[config.mk]
export PLATFORM = sky130hd
export DESIGN_NAME = heart_rate_meter
export DESIGN_NICKNAME = d
export VERILOG_FILES = /design/src/rtl/heart_rate_meter.sv
export SDC_FILE = /design/constraint.sdc
export NUM_CORES = 1
export LEC_CHECK = 0
export CAP_MARGIN = 15
export CORE_MARGIN = 2
export CORE_UTILIZATION = 52
export DETAILED_ROUTE_END_ITERATION = 16
export PLACE_DENSITY_LB_ADDON = 0.25
export SLEW_MARGIN = 10
export SYNTH_ARGS = -nofsm -noshare
export SYNTH_HDL_FRONTEND = slang
export SYNTH_SLANG_ARGS = --single-unit
[constraint.sdc]
create_clock -name clk -period 3.36 [get_ports clk]
set_input_delay 0.672 -clock clk [delete_from_list [all_inputs] [get_ports clk]]
set_output_delay 0.672 -clock clk [all_outputs]
set_load 0.01 [all_outputs]
[src/rtl/heart_rate_meter.sv]
// Heartbeat front-end: debounces the raw pulse, counts beats per sub-window and
// reports the sliding sum of the last four sub-windows as beats per minute.
module heart_rate_meter #(
    parameter int TICK_DIV      = 50000,
    parameter int SUBWIN_TICKS  = 15000,
    parameter int REFRACT_TICKS = 250
) (
    input  logic       clk,
    input  logic       reset,
    input  logic       hartPuls,
    output logic [7:0] hartRitme,
    output logic       ritmeGeldig,
    output logic       nieuweWaarde,
    output logic       geenPuls
);

    localparam int PW = (TICK_DIV > 1) ? $clog2(TICK_DIV + 1) : 1;
    localparam int TW = (SUBWIN_TICKS > 1) ? $clog2(SUBWIN_TICKS + 1) : 1;
    localparam int RW = (REFRACT_TICKS > 0) ? $clog2(REFRACT_TICKS + 1) : 1;

    typedef enum logic {ST_WARMUP, ST_RUN} state_t;

    function automatic logic [7:0] sat_inc8(input logic [7:0] v);
        return (v == 8'hFF) ? 8'hFF : v + 8'd1;
    endfunction

    function automatic logic [7:0] sat_255(input logic [9:0] s);
        return (s > 10'd255) ? 8'hFF : s[7:0];
    endfunction

    logic          r_sync1, r_sync2, r_sync3;
    logic [PW-1:0] r_presc;
    logic [RW-1:0] r_refract;
    logic [TW-1:0] r_tickcnt;
    logic [7:0]    r_beats;
    logic [7:0]    r_h0, r_h1, r_h2, r_h3;
    logic [2:0]    r_fill;
    logic          r_close_d;
    logic [7:0]    r_ritme;
    logic          r_nieuw;
    logic          r_geen;
    state_t        r_state;
    state_t        w_state_nxt;

    logic       w_edge;
    logic       w_tick;
    logic       w_accept;
    logic       w_close;
    logic       w_update;
    logic       w_geldig;
    logic [9:0] w_sum;

    assign w_edge   = r_sync2 & ~r_sync3;
    assign w_tick   = (r_presc == PW'(TICK_DIV - 1));
    assign w_accept = w_edge && (r_refract == '0);
    assign w_close  = w_tick && (r_tickcnt == TW'(SUBWIN_TICKS - 1));
    assign w_sum    = {2'b00, r_h0} + {2'b00, r_h1} + {2'b00, r_h2} + {2'b00, r_h3};

    // Synchroniser, 1 ms prescaler and refractory lockout
    always_ff @(posedge clk or posedge reset) begin
        if (reset) begin
            r_sync1   <= 1'b0;
            r_sync2   <= 1'b0;
            r_sync3   <= 1'b0;
            r_presc   <= '0;
            r_refract <= '0;
        end else begin
            r_sync1 <= hartPuls;
            r_sync2 <= r_sync1;
            r_sync3 <= r_sync2;
            r_presc <= w_tick ? '0 : r_presc + 1'b1;
            if (w_accept)
                r_refract <= RW'(REFRACT_TICKS);
            else if (w_tick && (r_refract != '0))
                r_refract <= r_refract - 1'b1;
        end
    end

    // Sub-window counting; a beat accepted on the closure cycle belongs to the closing window
    always_ff @(posedge clk or posedge reset) begin
        if (reset) begin
            r_tickcnt <= '0;
            r_beats   <= 8'd0;
            r_h0      <= 8'd0;
            r_h1      <= 8'd0;
            r_h2      <= 8'd0;
            r_h3      <= 8'd0;
            r_fill    <= 3'd0;
            r_close_d <= 1'b0;
        end else begin
            r_close_d <= w_close;
            if (w_tick)
                r_tickcnt <= w_close ? '0 : r_tickcnt + 1'b1;
            if (w_close) begin
                r_h3    <= r_h2;
                r_h2    <= r_h1;
                r_h1    <= r_h0;
                r_h0    <= w_accept ? sat_inc8(r_beats) : r_beats;
                r_beats <= 8'd0;
                if (r_fill != 3'd4)
                    r_fill <= r_fill + 3'd1;
            end else if (w_accept) begin
                r_beats <= sat_inc8(r_beats);
            end
        end
    end

    always_ff @(posedge clk or posedge reset) begin
        if (reset)
            r_state <= ST_WARMUP;
        else
            r_state <= w_state_nxt;
    end

    always_comb begin
        w_state_nxt = r_state;
        if ((r_state == ST_WARMUP) && w_update)
            w_state_nxt = ST_RUN;
    end

    always_comb begin
        w_update = r_close_d && (r_fill == 3'd4);
        w_geldig = (r_state == ST_RUN);
    end

    // Post-closure output update
    always_ff @(posedge clk or posedge reset) begin
        if (reset) begin
            r_ritme <= 8'd0;
            r_nieuw <= 1'b0;
            r_geen  <= 1'b0;
        end else begin
            r_nieuw <= w_update;
            if (w_update)
                r_ritme <= sat_255(w_sum);
            if (r_close_d && (r_fill >= 3'd2)) begin
                if ((r_h0 == 8'd0) && (r_h1 == 8'd0))
                    r_geen <= 1'b1;
                else if (r_h0 != 8'd0)
                    r_geen <= 1'b0;
            end
        end
    end

    assign hartRitme    = r_ritme;
    assign ritmeGeldig  = w_geldig;
    assign nieuweWaarde = r_nieuw;
    assign geenPuls     = r_geen;

endmodule

==> results of run 1 <==
worst reg2reg max path, stage by stage, from the launching register on:
cell and delay, ps:
dfrtp_1 400, inv_1 120, fa_1 450, fa_1 510, inv_1 40, ha_1 360, a21o_1 180, a21oi_1 230
o21ai_0 120, mux2_2 320, o32a_1 350
kinds of logic (layout without fill, tap and decap cells):
family          after synthesis  after routing
compound gates               83             83
xor+xnor                     28             28
fa+ha+maj                    32             32
buf+inv                      68             91
flops                        96             96
mux                           7              7
simple gates                179            179
final cells by class:
cell class,count,share of cell area
clock buffer,10,0.0232
inverter,55,0.0380
multi-input combinational,329,0.425
tap,129,0.0293
timing repair buffer,20,0.0355
clock inverter,6,0.0123
sequential,96,0.437
repair_timing:
item | 4_1_cts | 5_1_grt
setup buffers | 0 | 1
gates resized for setup | 0 | 4
endpoints found under the setup margin | 0 | 6
endpoints found under the hold margin | 0 | 0
layer usage:
layer,up-vias,global-route usage,share of wire
met5,-,0,0
met4,0,0.0677,0.013
met3,8,0.0267,0.033
met2,56,0.307,0.47
met1,1715,0.266,0.49
li1,1713,-,-
metrics by stage:
stage | cell area, sq um | setup WS, ps | utilization | power, mW
6_report | 5500 | 194 | 0.593 | 1.99
5_1_grt | 5500 | 24.0 | 0.593 | 2.07
4_1_cts | 5490 | 44.5 | 0.591 | 2.02
3_5_place_dp | 5290 | 59.3 | 0.570 | 1.26
3_3_place_gp | 5290 | 119 | 0.570 | 1.26
2_1_floorplan | 5010 | 181 | - | 1.24
cell usage in the layout (no fill, tap or decap), drive strengths merged, types with 3 or more instances in the layout:
master,n
and4,4
nor2,30
mux2i,5
fa,16
o21ai,43
nor3b,3
buf,7
o22a,7
nor3,9
a21oi,9
and3,4
clkdlybuf4s50,13
nand3,17
o31ai,8
xor2,12
nor4,11
nand2b,5
clkbuf,10
nand2,64
nand4,9
ha,16
inv,56
xnor2,16
nor2b,3
dfrtp,96
a31oi,5
path summary, 6_finish.rpt:
path / endpoint / cells past startpoint / slack (ps)
hold / removal: r_sync2$_DFF_PP0_ / 0 / 360
setup reg to reg: hartRitme[6]$_DFFE_PP0P_ / 10 / 190
max in group asynchronous: r_tickcnt[6]$_DFFE_PP0P_ / 3 / 1980
min in group asynchronous: r_sync2$_DFF_PP0_ / 2 / 700
setup / recovery: hartRitme[6]$_DFFE_PP0P_ / 10 / 190
hold reg to reg: r_sync2$_DFF_PP0_ / 0 / 360
flip-flops by register name (all words and copies together), names as in the netlist, 3 cells and up:
| signal | cells |
|---|---|
| r_h3 | 8 |
| r_beats | 8 |
| hartRitme | 8 |
| r_tickcnt | 14 |
| r_refract | 8 |
| r_h0 | 8 |
| r_fill | 3 |
| r_presc | 16 |
| r_h2 | 8 |
| r_h1 | 8 |
power groups by stage:
stage	clock network [mW]	registers, mW	logic [mW]
4_1_cts	0.776	1.18	0.0607
6_report	0.754	1.18	0.0583
5_1_grt	0.822	1.18	0.0686
2_1_floorplan	0	1.20	0.0437
3_5_place_dp	0	1.20	0.0607
3_3_place_gp	0	1.20	0.0586
==> key figures, run 1 <==
Run status
  – Status: completed

Clock tree
  – Clk slew on worst S/H paths: 100 ps
  – CTS sink cnt: 96
  – Buffers from clock root to sink, at most: 2
  – Post-CTS Hold Buffers: 0
  – Clk root buf: clkbuf_8
  – TritonCTS clock tree: yes
  – Worst-Skew Late Latency: 350 ps
  – H-tree depth: 3
  – CTS buffer count: 9

Detailed routing
  – DRC: 0
  – Wire length per cell: 13.9 um
  – DRT Pass-1 Iters: 5
  – Post-route ant nets: 0
  – Initial DRC Count: 149
  – Routed WL: 8990 um
  – Via count: 3,492
  – Via density: 5.41

GRT
  – Pin count of the biggest net entering global routing: 60
  – Total congestion overflow: 0
  – First-pass GRT wire length: 15,600 um
  – Tot GR Track Use: 0.190
  – Initial antenna violation count: 0
  – Vias in the first global route: 3,442

Final layout
  – Fin nets: 546
  – Antenna fix cells: 0
  – # fillers: 803
  – Multi-input gate area: 2340 sq um
  – Post-route insts no fill: 645
  – Layout cells sized above 1: 0.0853
  – Area grow syn2layout: 9.84%
  – Sequential cell area: 2400 sq um

Setup path
  – WP buf/inv: 2
  – Crit. End Element: flip-flop
  – RR Startpoint: r_h1[5]$_DFFE_PP0P_
  – Worst EP arrival: 3410 ps
  – CP startpoint: r_h1[5]$_DFFE_PP0P_
  – Critical-path maximum fanout: 5
  – Critical path's slowest cell: fa_1
  – Worst path max stage delay: 510 ps
  – CP Launch Type: flip-flop
  – WP data required: 3610 ps
  – Worst-path cell chain: inv_1, fa_1, fa_1, inv_1, ha_1, a21o_1, a21oi_1, o21ai_0, mux2_2, o32a_1
  – Top Family by Delay on Critical Path: adder cells
  – Crit path kind: flip-flop to flip-flop

Yosys
  – Post-Synth Adder-Cell Area: 0.104
  – Synth cell types: 57
  – Synthesized cell area: 5010 sq um
  – Synth top area cells: dfrtp_1 48%, fa_1 6.4%, nand2_1 4.8%, inv_1 4.0%, ha_1 4.0%
  – Largest family of logic cells by synthesized area: simple AND/OR/NAND/NOR gates
  – Compound-gate portion of the synthesized area: 0.103
  – Gate Count Post-Synth: 493
  – Register area share after synthesis: 0.480
  – FF+latch count, synth: 96
  – Post-Synthesis Mean Instance Area: 10.2 sq um
  – Synth async-reset ratio: 1.00
  – Biggest area consumer among synthesized cells: dfrtp_1
  – EDFF count, synth: 0
  – Top FF cell, synth: dfrtp_1
  – Top-count cell post-synth: dfrtp_1
  – XOR/XNOR Fraction of Synth Area: 0.0490
  – Share of the synthesized area in the top cell type: 0.480
  – Yosys warnings: 0
  – Synth Net Count: 528
  – Simple-Gate Fraction of Synth Area: 0.194
  – Commonest cells post-synth: 96 x dfrtp_1, 64 x nand2_1, 54 x inv_1
  – Multiplexer share of the synthesized area: 0.0145

Timing
  – RSZ-0062 raised after global routing: false
  – Hold slack: 356 ps
  – Final slew viol count: 0
  – Clk_skew: 13.0 ps
  – Crit path time final: 3170 ps
  – Max frequency: 316 MHz
  – Final setup TNS: 0 ps
  – Hold Fails Final Rpt: 0
  – Rel. slew slack: 0.503
  – Final setup vio count: 0
  – Worst Max-Slew Pin Slew: 738 ps
  – Fin crit share: 0.942

Floorplanning
  – Row cnt: 35
  – Core area: 9280 sq um
  – Die W: 102 um
  – Initial Util: 0.540
  – Die ar.: 10,400 sq um
  – I/O pin cnt: 14
  – Die Y-Extent: 102 um

Place
  – GP Congestion: 0.875
  – PortBufs: 13
  – Hpwl dp: 6610 um
  – DP Cell Count: 628

Power and ir drop
  – Clock network power share: 0.378
  – Power density over the cells: 362 nW/um^2
  – Sw Share: 0.229
  – Lkg Pwr: 2.48 nW
  – Pint: 1.54 mW
  – Gate power share: 0.029
  – P_sw: 0.457 mW
  – Reg power frac: 0.592
  – VDD IR max: 0.167 mV

Worst hold path
  – Worst hold-check path type: flip-flop to flip-flop
  – Hold Path Origin: r_sync1$_DFF_PP0_

Run
  – # Max-Cap Violations: 0
(Power assumes the default switching activity.)
==> run 2, diff against run 1 <==
Settings changed: SKIP_CTS_REPAIR_TIMING set to 1.
==> results of run 2 <==
Same layout as run 1: the final DEF is identical, and so are final timing and power.
==> run 3, diff against run 2 <==
Settings changed: GPL_TIMING_DRIVEN set to 0.
==> run 3 against run 2 <==
Compared with the run above:
- combinational power is 3.9% higher
- core utilization is 1.0 points higher
- via count is 2.7% higher
- non-clock buffer count is 9 higher
- sequential share of layout area is 0.73 points lower
- largest power group unchanged
==> key figures, run 3 (synthesis results as in run 1) <==
Detailed routing
  – DRC: 0 (unchanged)
  – Via count: 3,587 (+2.7%)
  – Post-route ant nets: 0 (unchanged)
  – DRT Pass-1 Iters: 4 (-1)
  – Wire length per cell: 14.7 um (+5.1%)
  – Routed WL: 9580 um (+6.6%)
  – Initial DRC Count: 106 (-29%)
  – Via density: 5.48 (+1.3%)

Power and ir drop
  – Overall Power: 2.04 mW (+2.3%)
  – VDD IR max: 0.211 mV (+26%)
  – Lkg Pwr: 2.51 nW (+1.4%)
  – Power density over the cells: 364 nW/um^2 (+0.55%)

Floorplanning
  – Die Y-Extent: 102 um (unchanged)
  – Row cnt: 35 (unchanged)
  – Core area: 9280 sq um (unchanged)
  – Die ar.: 10,400 sq um (unchanged)
  – Initial Util: 0.540 (unchanged)
  – Die W: 102 um (unchanged)
  – I/O pin cnt: 14 (unchanged)

Setup path
  – Crit path kind: flip-flop to flip-flop
  – Critical path's slowest cell: fa_1
  – Worst EP arrival: 3470 ps (+60 ps)
  – RR Startpoint: r_h0[1]$_DFFE_PP0P_
  – Top Family by Delay on Critical Path: adder cells
  – WP buf/inv: 2 (unchanged)
  – Crit. End Element: flip-flop
  – Worst-path cell chain: inv_1, fa_1, inv_1, fa_1, ha_2, fa_2, a21oi_4, nand4_1, mux2_4, o32a_1
  – WP data required: 3600 ps (about the same)
  – CP startpoint: r_h0[1]$_DFFE_PP0P_
  – Worst path max stage delay: 550 ps (+40 ps)
  – CP Launch Type: flip-flop
  – Critical-path maximum fanout: 7 (+2)

Timing
  – Rel. slew slack: 0.550 (+0.0470)
  – Hold Fails Final Rpt: 0 (unchanged)
  – Clk_skew: 7.79 ps (-5.17 ps)
  – Final slew viol count: 0 (unchanged)
  – Max frequency: 309 MHz (-2.1%)
  – Crit path time final: 3230 ps (+68.6 ps)
  – Final setup vio count: 0 (unchanged)
  – Fin crit share: 0.963 (+0.0204)
  – Final setup TNS: 0 ps (unchanged)
  – Worst Max-Slew Pin Slew: 668 ps (-69.8 ps)

Clock tree
  – Clk root buf: clkbuf_8
  – CTS buffer count: 9 (unchanged)
  – Clk slew on worst S/H paths: 90 ps (about the same)
  – Buffers from clock root to sink, at most: 2 (unchanged)
  – CTS sink cnt: 96 (unchanged)
  – Worst-Skew Late Latency: 340 ps (about the same)
  – TritonCTS clock tree: yes
  – H-tree depth: 3 (unchanged)

Place
  – GP Congestion: 0.806 (-7.8%)
  – Placed cell area: 5330 sq um (+0.78%)
  – Hpwl dp: 7110 um (+7.5%)
  – PortBufs: 13 (unchanged)

Final layout
  – # fillers: 804 (+0.12%)
  – Commonest non-fill, non-tap cells in the layout: 96 x dfrtp_1, 64 x nand2_1, 52 x inv_1
  – Area grow syn2layout: 11.7%
  – Antenna fix cells: 0 (unchanged)
  – Layout cells sized above 1: 0.0933 (+0.00806)
  – Max FFs per register: 16 (unchanged)
  – Post-route design area: 5600 sq um (+1.7%)
  – Reg with most FFs: r_presc
  – Fin nets: 555 (+1.6%)
  – Most common cell after layout, fill and taps aside: dfrtp_1
  – Top flop regs: r_presc (16), r_tickcnt (14)
  – Multi-input gate area: 2360 sq um (+1.0%)
  – Sequential cell area: 2400 sq um (unchanged)

Worst hold path
  – Worst hold-check path type: flip-flop to flip-flop
  – Hold Path Origin: r_sync1$_DFF_PP0_

Run
  – # Max-Cap Violations: 0 (unchanged)

GRT
  – Tot GR Track Use: 0.206 (+0.0153)
  – Total congestion overflow: 0 (unchanged)
  – First-pass GRT wire length: 16,900 um (+8.4%)
  – Vias in the first global route: 3,681 (+6.9%)
  – Initial antenna violation count: 0 (unchanged)
  – Pin count of the biggest net entering global routing: 60 (unchanged)

Run status
  – Status: completed
## run 3: cell types whose count changed in the layout (fill, tap and decap cells not counted), sizes merged
cell	delta
clkinvlp	-1
clkbuf	+9
inv	-1
buf	+3
clkinv	-1
## run 3: path summary, 6_finish.rpt
| check | to | slack, ps | cells past startpoint |
|---|---|---|---|
| hold / removal | r_sync2$_DFF_PP0_ | 370 | 0 |
| setup reg to reg | hartRitme[6]$_DFFE_PP0P_ | 130 | 10 |
| hold reg to reg | r_sync2$_DFF_PP0_ | 370 | 0 |
| min in group asynchronous | r_sync2$_DFF_PP0_ | 710 | 2 |
| max in group asynchronous | r_tickcnt[5]$_DFFE_PP0P_ | 2010 | 3 |
| setup / recovery | hartRitme[6]$_DFFE_PP0P_ | 130 | 10 |
## run 3: metal layers
layer | up-vias | global-route usage | part of all wire
li1 | 1739 | - | -
met1 | 1794 | 0.276 | 0.47
met2 | 41 | 0.342 | 0.50
met3 | 13 | 0.0301 | 0.023
met4 | 0 | 0.0738 | 0.013
met5 | - | 0 | 0
## run 3: area by class of cell
| class | instances | share of cell area |
|---|---|---|
| buffer | 13 | 0.0130 |
| clock buffer | 13 | 0.0302 |
| clock inverter | 3 | 0.00827 |
| inverter | 55 | 0.0373 |
| multi-input combinational | 329 | 0.422 |
| sequential | 96 | 0.429 |
| tap | 129 | 0.0288 |
| timing repair buffer | 16 | 0.0309 |
## run 3: worst reg2reg max path: cells and delay by family, from the launching register on
kind                     cells  cell delay (ps)
AO/OA/AOI/OAI                2              540
adder cells (fa/ha/maj)      4             1610
buffers and inverters        2              160
flip-flops                   1              390
multiplexers                 1              310
AND/OR/NAND/NOR              1              110
## run 3: power breakdown
group	total (mW)	switching, mW	leakage (nW)	internal, mW
clock	0.797	0.388	0.106	0.409
sequential	1.18	0.0128	1.30	1.17
combinational	0.0606	0.0397	1.10	0.0209
total	2.04	0.441	2.51	1.60
## run 3: metrics by stage
| stage | hold slack [ps] | cells | worst slack [ps] | util |
|---|---|---|---|---|
| 6_report | 367 | 654 | 125 | 0.603 |
| 5_1_grt | 376 | 654 | -4.65 | 0.603 |
| 4_1_cts | 372 | 652 | -206 | 0.597 |
| 3_5_place_dp | 336 | 636 | -183 | 0.574 |
| 3_3_place_gp | 335 | 635 | -1240 | 0.571 |
| 2_1_floorplan | 331 | 493 | 181 | - |
